**src/rtl/shiftadd_scheduler.sv**
```systemverilog
// Two-requester front end for an external shift-add modular reducer: arbitrates requests,
// sequences the reducer reset/start, bounds the wait with a timeout and returns one response per job.
module shiftadd_scheduler #(
  parameter int unsigned TIMEOUT_CYCLES = 64
) (
  input  logic        clk_i,
  input  logic        rst_i,
  input  logic        req0_valid_i,
  output logic        req0_ready_o,
  input  logic [63:0] req0_x_i,
  input  logic [31:0] req0_m_i,
  input  logic [31:0] req0_m_bl_i,
  input  logic        req1_valid_i,
  output logic        req1_ready_o,
  input  logic [63:0] req1_x_i,
  input  logic [31:0] req1_m_i,
  input  logic [31:0] req1_m_bl_i,
  output logic        rsp_valid_o,
  input  logic        rsp_ready_i,
  output logic [63:0] rsp_data_o,
  output logic        rsp_id_o,
  output logic        rsp_err_o,
  output logic        red_rst_no,
  output logic        red_start_o,
  output logic [63:0] red_x_o,
  output logic [31:0] red_m_o,
  output logic [31:0] red_m_bl_o,
  input  logic [63:0] red_result_i,
  input  logic        red_valid_i,
  output logic        busy_o,
  output logic [15:0] jobs_done_o
);

  localparam logic [15:0] TIMEOUT_LAST = 16'(TIMEOUT_CYCLES - 32'd1);

  typedef enum logic [2:0] {
    ST_IDLE  = 3'd0,
    ST_CLEAR = 3'd1,
    ST_START = 3'd2,
    ST_WAIT  = 3'd3,
    ST_RESP  = 3'd4
  } state_e;

  state_e      r_state;
  state_e      w_state_nxt;
  logic        r_last_grant;
  logic [15:0] r_timer;
  logic [15:0] r_jobs_done;
  logic [63:0] r_op_x;
  logic [31:0] r_op_m;
  logic [31:0] r_op_bl;
  logic        r_rsp_valid;
  logic [63:0] r_rsp_data;
  logic        r_rsp_id;
  logic        r_rsp_err;
  logic        r_red_start;
  logic        r_busy;

  logic        w_grant;
  logic        w_grant_id;
  logic [63:0] w_sel_x;
  logic [31:0] w_sel_m;
  logic [31:0] w_sel_bl;
  logic        w_bl_ok;
  logic        w_timeout;
  logic        w_rsp_hs;

  // Round-robin pick: a tie goes to the requester that did not win last time.
  always_comb begin
    w_grant_id = 1'b0;
    if (req0_valid_i && req1_valid_i) begin
      w_grant_id = ~r_last_grant;
    end else if (req1_valid_i) begin
      w_grant_id = 1'b1;
    end else begin
      w_grant_id = 1'b0;
    end
  end

  assign w_grant   = (r_state == ST_IDLE) && !rst_i && (req0_valid_i || req1_valid_i);
  assign w_sel_x   = w_grant_id ? req1_x_i    : req0_x_i;
  assign w_sel_m   = w_grant_id ? req1_m_i    : req0_m_i;
  assign w_sel_bl  = w_grant_id ? req1_m_bl_i : req0_m_bl_i;
  assign w_bl_ok   = (w_sel_bl >= 32'd2) && (w_sel_bl <= 32'd32);
  assign w_timeout = (r_timer == TIMEOUT_LAST);
  assign w_rsp_hs  = r_rsp_valid && rsp_ready_i;

  // Next-state logic; a valid result beats a coincident timeout.
  always_comb begin
    w_state_nxt = r_state;
    case (r_state)
      ST_IDLE: begin
        if (w_grant) begin
          w_state_nxt = w_bl_ok ? ST_CLEAR : ST_RESP;
        end else begin
          w_state_nxt = ST_IDLE;
        end
      end
      ST_CLEAR: w_state_nxt = ST_START;
      ST_START: w_state_nxt = ST_WAIT;
      ST_WAIT: begin
        if (red_valid_i || w_timeout) begin
          w_state_nxt = ST_RESP;
        end else begin
          w_state_nxt = ST_WAIT;
        end
      end
      ST_RESP: begin
        if (w_rsp_hs) begin
          w_state_nxt = ST_IDLE;
        end else begin
          w_state_nxt = ST_RESP;
        end
      end
      default: w_state_nxt = ST_IDLE;
    endcase
  end

  // State register plus the flags derived from the next state.
  always_ff @(posedge clk_i) begin
    if (rst_i) begin
      r_state     <= ST_IDLE;
      r_rsp_valid <= 1'b0;
      r_red_start <= 1'b0;
      r_busy      <= 1'b0;
    end else begin
      r_state     <= w_state_nxt;
      r_rsp_valid <= (w_state_nxt == ST_RESP);
      r_red_start <= (w_state_nxt == ST_START);
      r_busy      <= (w_state_nxt != ST_IDLE);
    end
  end

  // Wait timer, zeroed on the way into WAIT.
  always_ff @(posedge clk_i) begin
    if (rst_i) begin
      r_timer <= 16'd0;
    end else if ((w_state_nxt == ST_WAIT) && (r_state != ST_WAIT)) begin
      r_timer <= 16'd0;
    end else if (r_state == ST_WAIT) begin
      r_timer <= r_timer + 16'd1;
    end else begin
      r_timer <= r_timer;
    end
  end

  // Operand capture and arbitration history; operands stay put until the next grant.
  always_ff @(posedge clk_i) begin
    if (rst_i) begin
      r_op_x       <= 64'd0;
      r_op_m       <= 32'd0;
      r_op_bl      <= 32'd0;
      r_last_grant <= 1'b1;
    end else if (w_grant) begin
      r_op_x       <= w_sel_x;
      r_op_m       <= w_sel_m;
      r_op_bl      <= w_sel_bl;
      r_last_grant <= w_grant_id;
    end else begin
      r_op_x       <= r_op_x;
      r_op_m       <= r_op_m;
      r_op_bl      <= r_op_bl;
      r_last_grant <= r_last_grant;
    end
  end

  // Response payload: loaded on reject, result or timeout, then held through RESP.
  always_ff @(posedge clk_i) begin
    if (rst_i) begin
      r_rsp_data <= 64'd0;
      r_rsp_id   <= 1'b0;
      r_rsp_err  <= 1'b0;
    end else if (w_grant) begin
      r_rsp_id <= w_grant_id;
      if (!w_bl_ok) begin
        r_rsp_data <= 64'd0;
        r_rsp_err  <= 1'b1;
      end
    end else if ((r_state == ST_WAIT) && red_valid_i) begin
      r_rsp_data <= red_result_i;
      r_rsp_err  <= 1'b0;
    end else if ((r_state == ST_WAIT) && w_timeout) begin
      r_rsp_data <= 64'd0;
      r_rsp_err  <= 1'b1;
    end else begin
      r_rsp_data <= r_rsp_data;
      r_rsp_id   <= r_rsp_id;
      r_rsp_err  <= r_rsp_err;
    end
  end

  // Completed-response counter, free-running wrap.
  always_ff @(posedge clk_i) begin
    if (rst_i) begin
      r_jobs_done <= 16'd0;
    end else if ((r_state == ST_RESP) && w_rsp_hs) begin
      r_jobs_done <= r_jobs_done + 16'd1;
    end else begin
      r_jobs_done <= r_jobs_done;
    end
  end

  assign req0_ready_o = w_grant && !w_grant_id;
  assign req1_ready_o = w_grant && w_grant_id;
  assign rsp_valid_o  = r_rsp_valid;
  assign rsp_data_o   = r_rsp_data;
  assign rsp_id_o     = r_rsp_id;
  assign rsp_err_o    = r_rsp_err;
  assign red_rst_no   = ~(rst_i | (r_state == ST_CLEAR));
  assign red_start_o  = r_red_start;
  assign red_x_o      = r_op_x;
  assign red_m_o      = r_op_m;
  assign red_m_bl_o   = r_op_bl;
  assign busy_o       = r_busy;
  assign jobs_done_o  = r_jobs_done;

endmodule

```
**config.mk**
```make
export PLATFORM = sky130hd
export DESIGN_NAME = shiftadd_scheduler
export DESIGN_NICKNAME = d
export VERILOG_FILES = /design/src/rtl/shiftadd_scheduler.sv
export SDC_FILE = /design/constraint.sdc
export NUM_CORES = 1
export LEC_CHECK = 0
export ABC_AREA = 1
export ABC_CLOCK_PERIOD_IN_PS = 2700
export BUFFER_PORTS_ARGS = -buffer_cell sky130_fd_sc_hd__buf_2
export CAP_MARGIN = 10
export CORE_AREA = 2 2 208 210
export CTS_CLUSTER_DIAMETER = 120
export DETAILED_ROUTE_END_ITERATION = 16
export DIE_AREA = 0 0 210 212
export MAX_ROUTING_LAYER = met4
export PLACE_DENSITY_LB_ADDON = 0.12
export SLEW_MARGIN = 10
export SYNTH_ARGS = -nofsm -noshare
export SYNTH_HDL_FRONTEND = slang
export SYNTH_SLANG_ARGS = --single-unit
export TNS_END_PERCENT = 20
```
**constraint.sdc**
```tcl
create_clock -name clk_i -period 2.7 [get_ports clk_i]
set_input_delay 0.27 -clock clk_i [delete_from_list [all_inputs] [get_ports clk_i]]
set_output_delay 0.27 -clock clk_i [all_outputs]
set_load 0.05 [all_outputs]
```
; Yosys cells after proc, flatten, opt, wreduce, memory -nomap -nowiden
; Index checks and enable logic that the tools add are counted.
[word_totals]
ff_bits = 233
inputBits = 326
out_inout_bits = 216
wordCells = 68
[op_classes]
n_addsub = 2
n_lt_le_gt_ge = 2
n_eq_ne = 10
n_mux = 18
n_bitwise = 3
reduce_logical = 20
[op_table]
columns = cell, n
row1 = 2-to-1 mux 64 bit, 5
row2 = 2-to-1 mux 32 bit, 2
row3 = "adder 16 x 1 -> 16 bit, second input constant", 2
row4 = "greater-or-equal comparator 32 x 2 -> 1 bit, second input constant", 1
row5 = "less-or-equal comparator 32 x 6 -> 1 bit, second input constant", 1
row6 = "equality test 16 x 6 -> 1 bit, second input constant", 1
row7 = case mux 3 bit (5 select lines), 1
row8 = "equality test 3 x 2 -> 1 bit, second input constant", 4
row9 = 2-to-1 mux 3 bit, 4
row10 = logical AND 1 bit, 11
row11 = "equality test 3 bit, second input constant", 2
row12 = 2-to-1 mux 1 bit, 6
row13 = nonzero test 3 bit, 2
row14 = "equality test 3 x 1 -> 1 bit, second input constant", 1
row15 = zero test 3 bit, 1
row16 = "inequality test 3 x 2 -> 1 bit, second input constant", 1
row17 = zero test 1 bit, 2
row18 = logical OR 1 bit, 2
row19 = "inequality test 2 bit, second input constant", 1
row20 = NOT 1 bit, 2
row21 = AND reduction 2 bit, 1
row22 = OR reduction 2 bit, 1
row23 = bitwise OR 1 bit, 1

; Longest topological paths before layout
[depth]
word_depth = 11
depth_mapped = 16

; Least setup slack after synthesis
; No wires, ideal clock.
[synth_timing]
path_type = input -> register
start = input port rst_i
end = register r_op_x[54], in the netlist red_x_o[54]
setup_time_ns = 0.074
t_arrival_ns = 1.957
required_time_ns = 2.626
setup_slack_ns = 0.669
path_stages = 7
path_buffers = 2
path_cell_list = clkbuf_1 nor4_4 nand3_1 inv_2 clkbuf_1 nand2_1 a31oi_1
[synth_via]
elab_chain_cells = 3
[synth_rtl]
columns = item, line_no
row1 = from (decl), 7  ; input logic rst_i,
row2 = zero test 1 bit, 80  ; assign w_grant = (r_state == ST_IDLE) && !rst_i && (req0_valid_i || req1_valid_i);
row3 = logical AND 1 bit (2 in a row), 80
row4 = to (signal assigned), 155  ; r_op_x <= w_sel_x;
row5 = to (signal assigned), 160  ; r_op_x <= r_op_x;
row6 = to (decl), 49  ; logic [63:0] r_op_x;
; Parallel ways exist; a longest one is shown, timed or not.
; A chain may end at the register's enable or synchronous reset.

; Worst setup path after layout
[layout_timing]
start = register r_state[0]
end = register r_op_x[38], in the netlist red_x_o[38]
[layout_via]
elab_chain_cells = 3
[layout_rtl]
columns = item, line_no
row1 = from (decl), 44  ; state_e r_state;
row2 = from (signal assigned), 127  ; r_state <= w_state_nxt;
row3 = zero test 3 bit, 80
row4 = logical AND 1 bit (2 in a row), 80
; Every way passes these cells.

==> results.ini <==
[sta]
hold_slack_ps = 21.6
hold_viol = 0
rsz0062_at_grt = no
final_max_slew_viol_count = 0
relSlewSlack_pct = 22.2
worst_slew_pin_slew_ps = 1170
skew_ps = 18.5
setup_viol = 0
tns_ps = 0
min_period_ps = 2460
finalCritPeriodShare_pct = 91.1
max_freq_mhz = 406

[power_and_ir_drop]
vdd_drop_max_mv = 0.459
p_leak_nw = 7.76
power-per-cell-area_mw_per_mm2 = 561

[detailed_routing]
wl_um = 43400
via_per_inst = 4.45
antenna_left = 0
wl_per_cell_um = 16.1
first_pass_iters = 5
drtIter0Drc = 603
num_vias = 12000
drc = 0

[setup_path]
cp.required_ps = 3200
crit_arrival_ps = 2960
worstSetupEndpointType = flop
setup.worst_path.start_class = flop
crit_type = flop to flop
path_max_fanout = 41

[die]
die_h_um = 212
rows = 76
initial_core_util_pct = 24.1
core_area_sq_mm = 0.0425
die_width_um = 210
design.portCount = 542
dieArea_sq_mm = 0.0445

[cells_and_area]
synthToLayoutAreaGrowth_pct = 66.0
drive_gt1_share_pct = 33.4
nFillCells = 4412
fin_nets = 2452
final_util_pct = 40.0

[synth]
synthArstFlopShare_pct = 0
postSynthCellCount = 1362
synth.yosys.warnings = 0
synth-edff-count = 0
synth.yosys.seq_area_share_pct = 45.5
syn_avg_cell_area_sq_um = 7.52
ys_ff_latch = 233
ys.flop_type = dfxtp_1
synth_nets = 1690
synth.distinct_cells = 39
syn_area_sq_mm = 0.0102

[grt]
groute.usage.overall_pct = 18.9
grt_max_degree = 170
grt_pass1_vias = 12000
grt_overflow_total = 0
antenna_found_initial = 11
grt_first_pass_wirelength_um = 64800

[cts]
clock-root-buffer = clkbuf_16
cts.htree.levels = 1
cts_buffer_depth = 3
cts_tree = built
insertion_delay_ps = 560
post_cts_buffers = 0
clk_pin_slew_worst_paths_ps = 60
cts.sinks = 233
cts_buffers = 29

[job]
drv_cap = 0

[status]
outcome = completed

[min_path]
hold_class = input port to flop

[placed_design]
place_hpwl_um = 30600
gp_congestion = 0.852
portBuffers = 541

==> sequential cells by signal (all words and copies together), names as in the netlist <==
signal        flops
r_last_grant      1
rsp_err_o         1
busy_o            1
red_start_o       1
red_m_o          32
r_timer          16
red_x_o          64
red_m_bl_o       32
rsp_data_o       64
rsp_valid_o       1
r_state           3
rsp_id_o          1
jobs_done_o      16
==> cell usage after synthesis (2+ instances only) <==
cell	instances	area, sq um
a21oi_1	44	220
a21oi_2	40	350
a31oi_1	101	632
buf_1	2	7.51
buf_12	5	100
buf_2	18	90.1
buf_6	5	56.3
clkbuf_1	62	233
dfxtp_1	233	4660
ha_1	2	25.0
inv_1	63	236
inv_2	6	22.5
nand2_1	490	1840
nand2_2	3	18.8
nand3_1	83	415
nand3_2	40	400
nand3b_1	17	128
nand4_1	8	50.1
nor2_1	55	206
nor2_2	3	18.8
nor3_1	4	20.0
nor3b_1	2	15.0
nor4_1	2	12.5
o21a_1	2	15.0
o21ai_0	44	220
o21ai_1	4	20.0
o21ai_2	2	17.5
or2_2	3	18.8
xnor2_1	4	35.0
xor2_1	6	52.6
==> critical path, cell delays in order, from the launching register on <==
cell and delay [ps]:
dfxtp_1 290, inv_1 110, nand2_1 140, nor4_4 270, nand2_1 180, inv_6 260, buf_12 260, nand2_1 90
a31oi_1 180, dlygate4sd3_1 590
==> what timing repair did <==
item	CTS	global route
endpoints found under the setup margin	0	53
endpoints found under the hold margin	164	0
resized for setup	0	6
hold buffers	253	0
==> worst paths after layout <==
check                                     from        endpoint  slack (ps)  depth (start not counted)
worst min register to register  rsp_data_o[16]  rsp_data_o[16]         470                          2
worst max-delay path                r_state[0]     red_x_o[38]         240                          9
worst min-delay path               req1_x_i[3]      red_x_o[3]          20                          3
worst max register to register      r_state[0]     red_x_o[38]         240                          9
==> per-stage QoR <==
stage	instance area, sq um	setup slack (ps)	total power [mW]	std cells
after global placement	13500	213	5.60	2386
after detailed placement	13500	172	5.59	2386
after floorplan	10200	669	4.93	1362
final	17000	239	9.55	2702
after CTS	17000	96.7	9.68	2690
after global routing	17000	10.5	9.97	2701
==> cell usage in the layout, fill, tap and decap left out, drive strengths merged <==
cell type and instances:
inv 68, clkbuf 46, a211oi 1, nand2 495
nand3 123, nand4 8, xnor2 4, nor3 6
ha 2, a21oi 84, xor2 6, or2 3
a31oi 101, o21bai 1, dlygate4sd3 253, dfxtp 233
diode 12, nor2 58, and3 1, nand3b 17
clkinv 6, o21ai 50, buf 571, nor3b 2
nor4 3, o21a 2
==> kinds of logic after synthesis <==
group	count (synthesis)	synth area share, %
simple gates	716	31.5
compound gates	239	14.5
flops	233	45.5
buf+inv	162	7.35
xor+xnor	10	0.855
fa+ha+maj	2	0.244
==> metal layers <==
metal	GRT usage [%]	wire length [um]	vias to the layer above
met4	6.31	1340	0
met3	5.05	3020	66
met2	32.6	21700	374
li1	-	-	6038
met5	-	0	-
met1	21.3	17400	5539
==> cell type report <==
type                       count  area, sq um  area share (%)
sequential                   233         4660            27.4
antenna                       12         30.0           0.176
timing repair buffer         824         5630            33.1
tap                          546          683            4.01
inverter                      69          272            1.60
clock buffer                  46          870            5.11
multi-input combinational    967         4850            28.5
clock inverter                 5         25.0           0.147
==> report_power, final <==
part,switching (mW),total [mW],internal [mW]
clock,1.53,3.70,2.18
combinational,1.35,2.13,0.788
sequential,0.0945,3.71,3.62
total,2.97,9.55,6.58
Note: power is estimated with default switching activity, not from simulation.
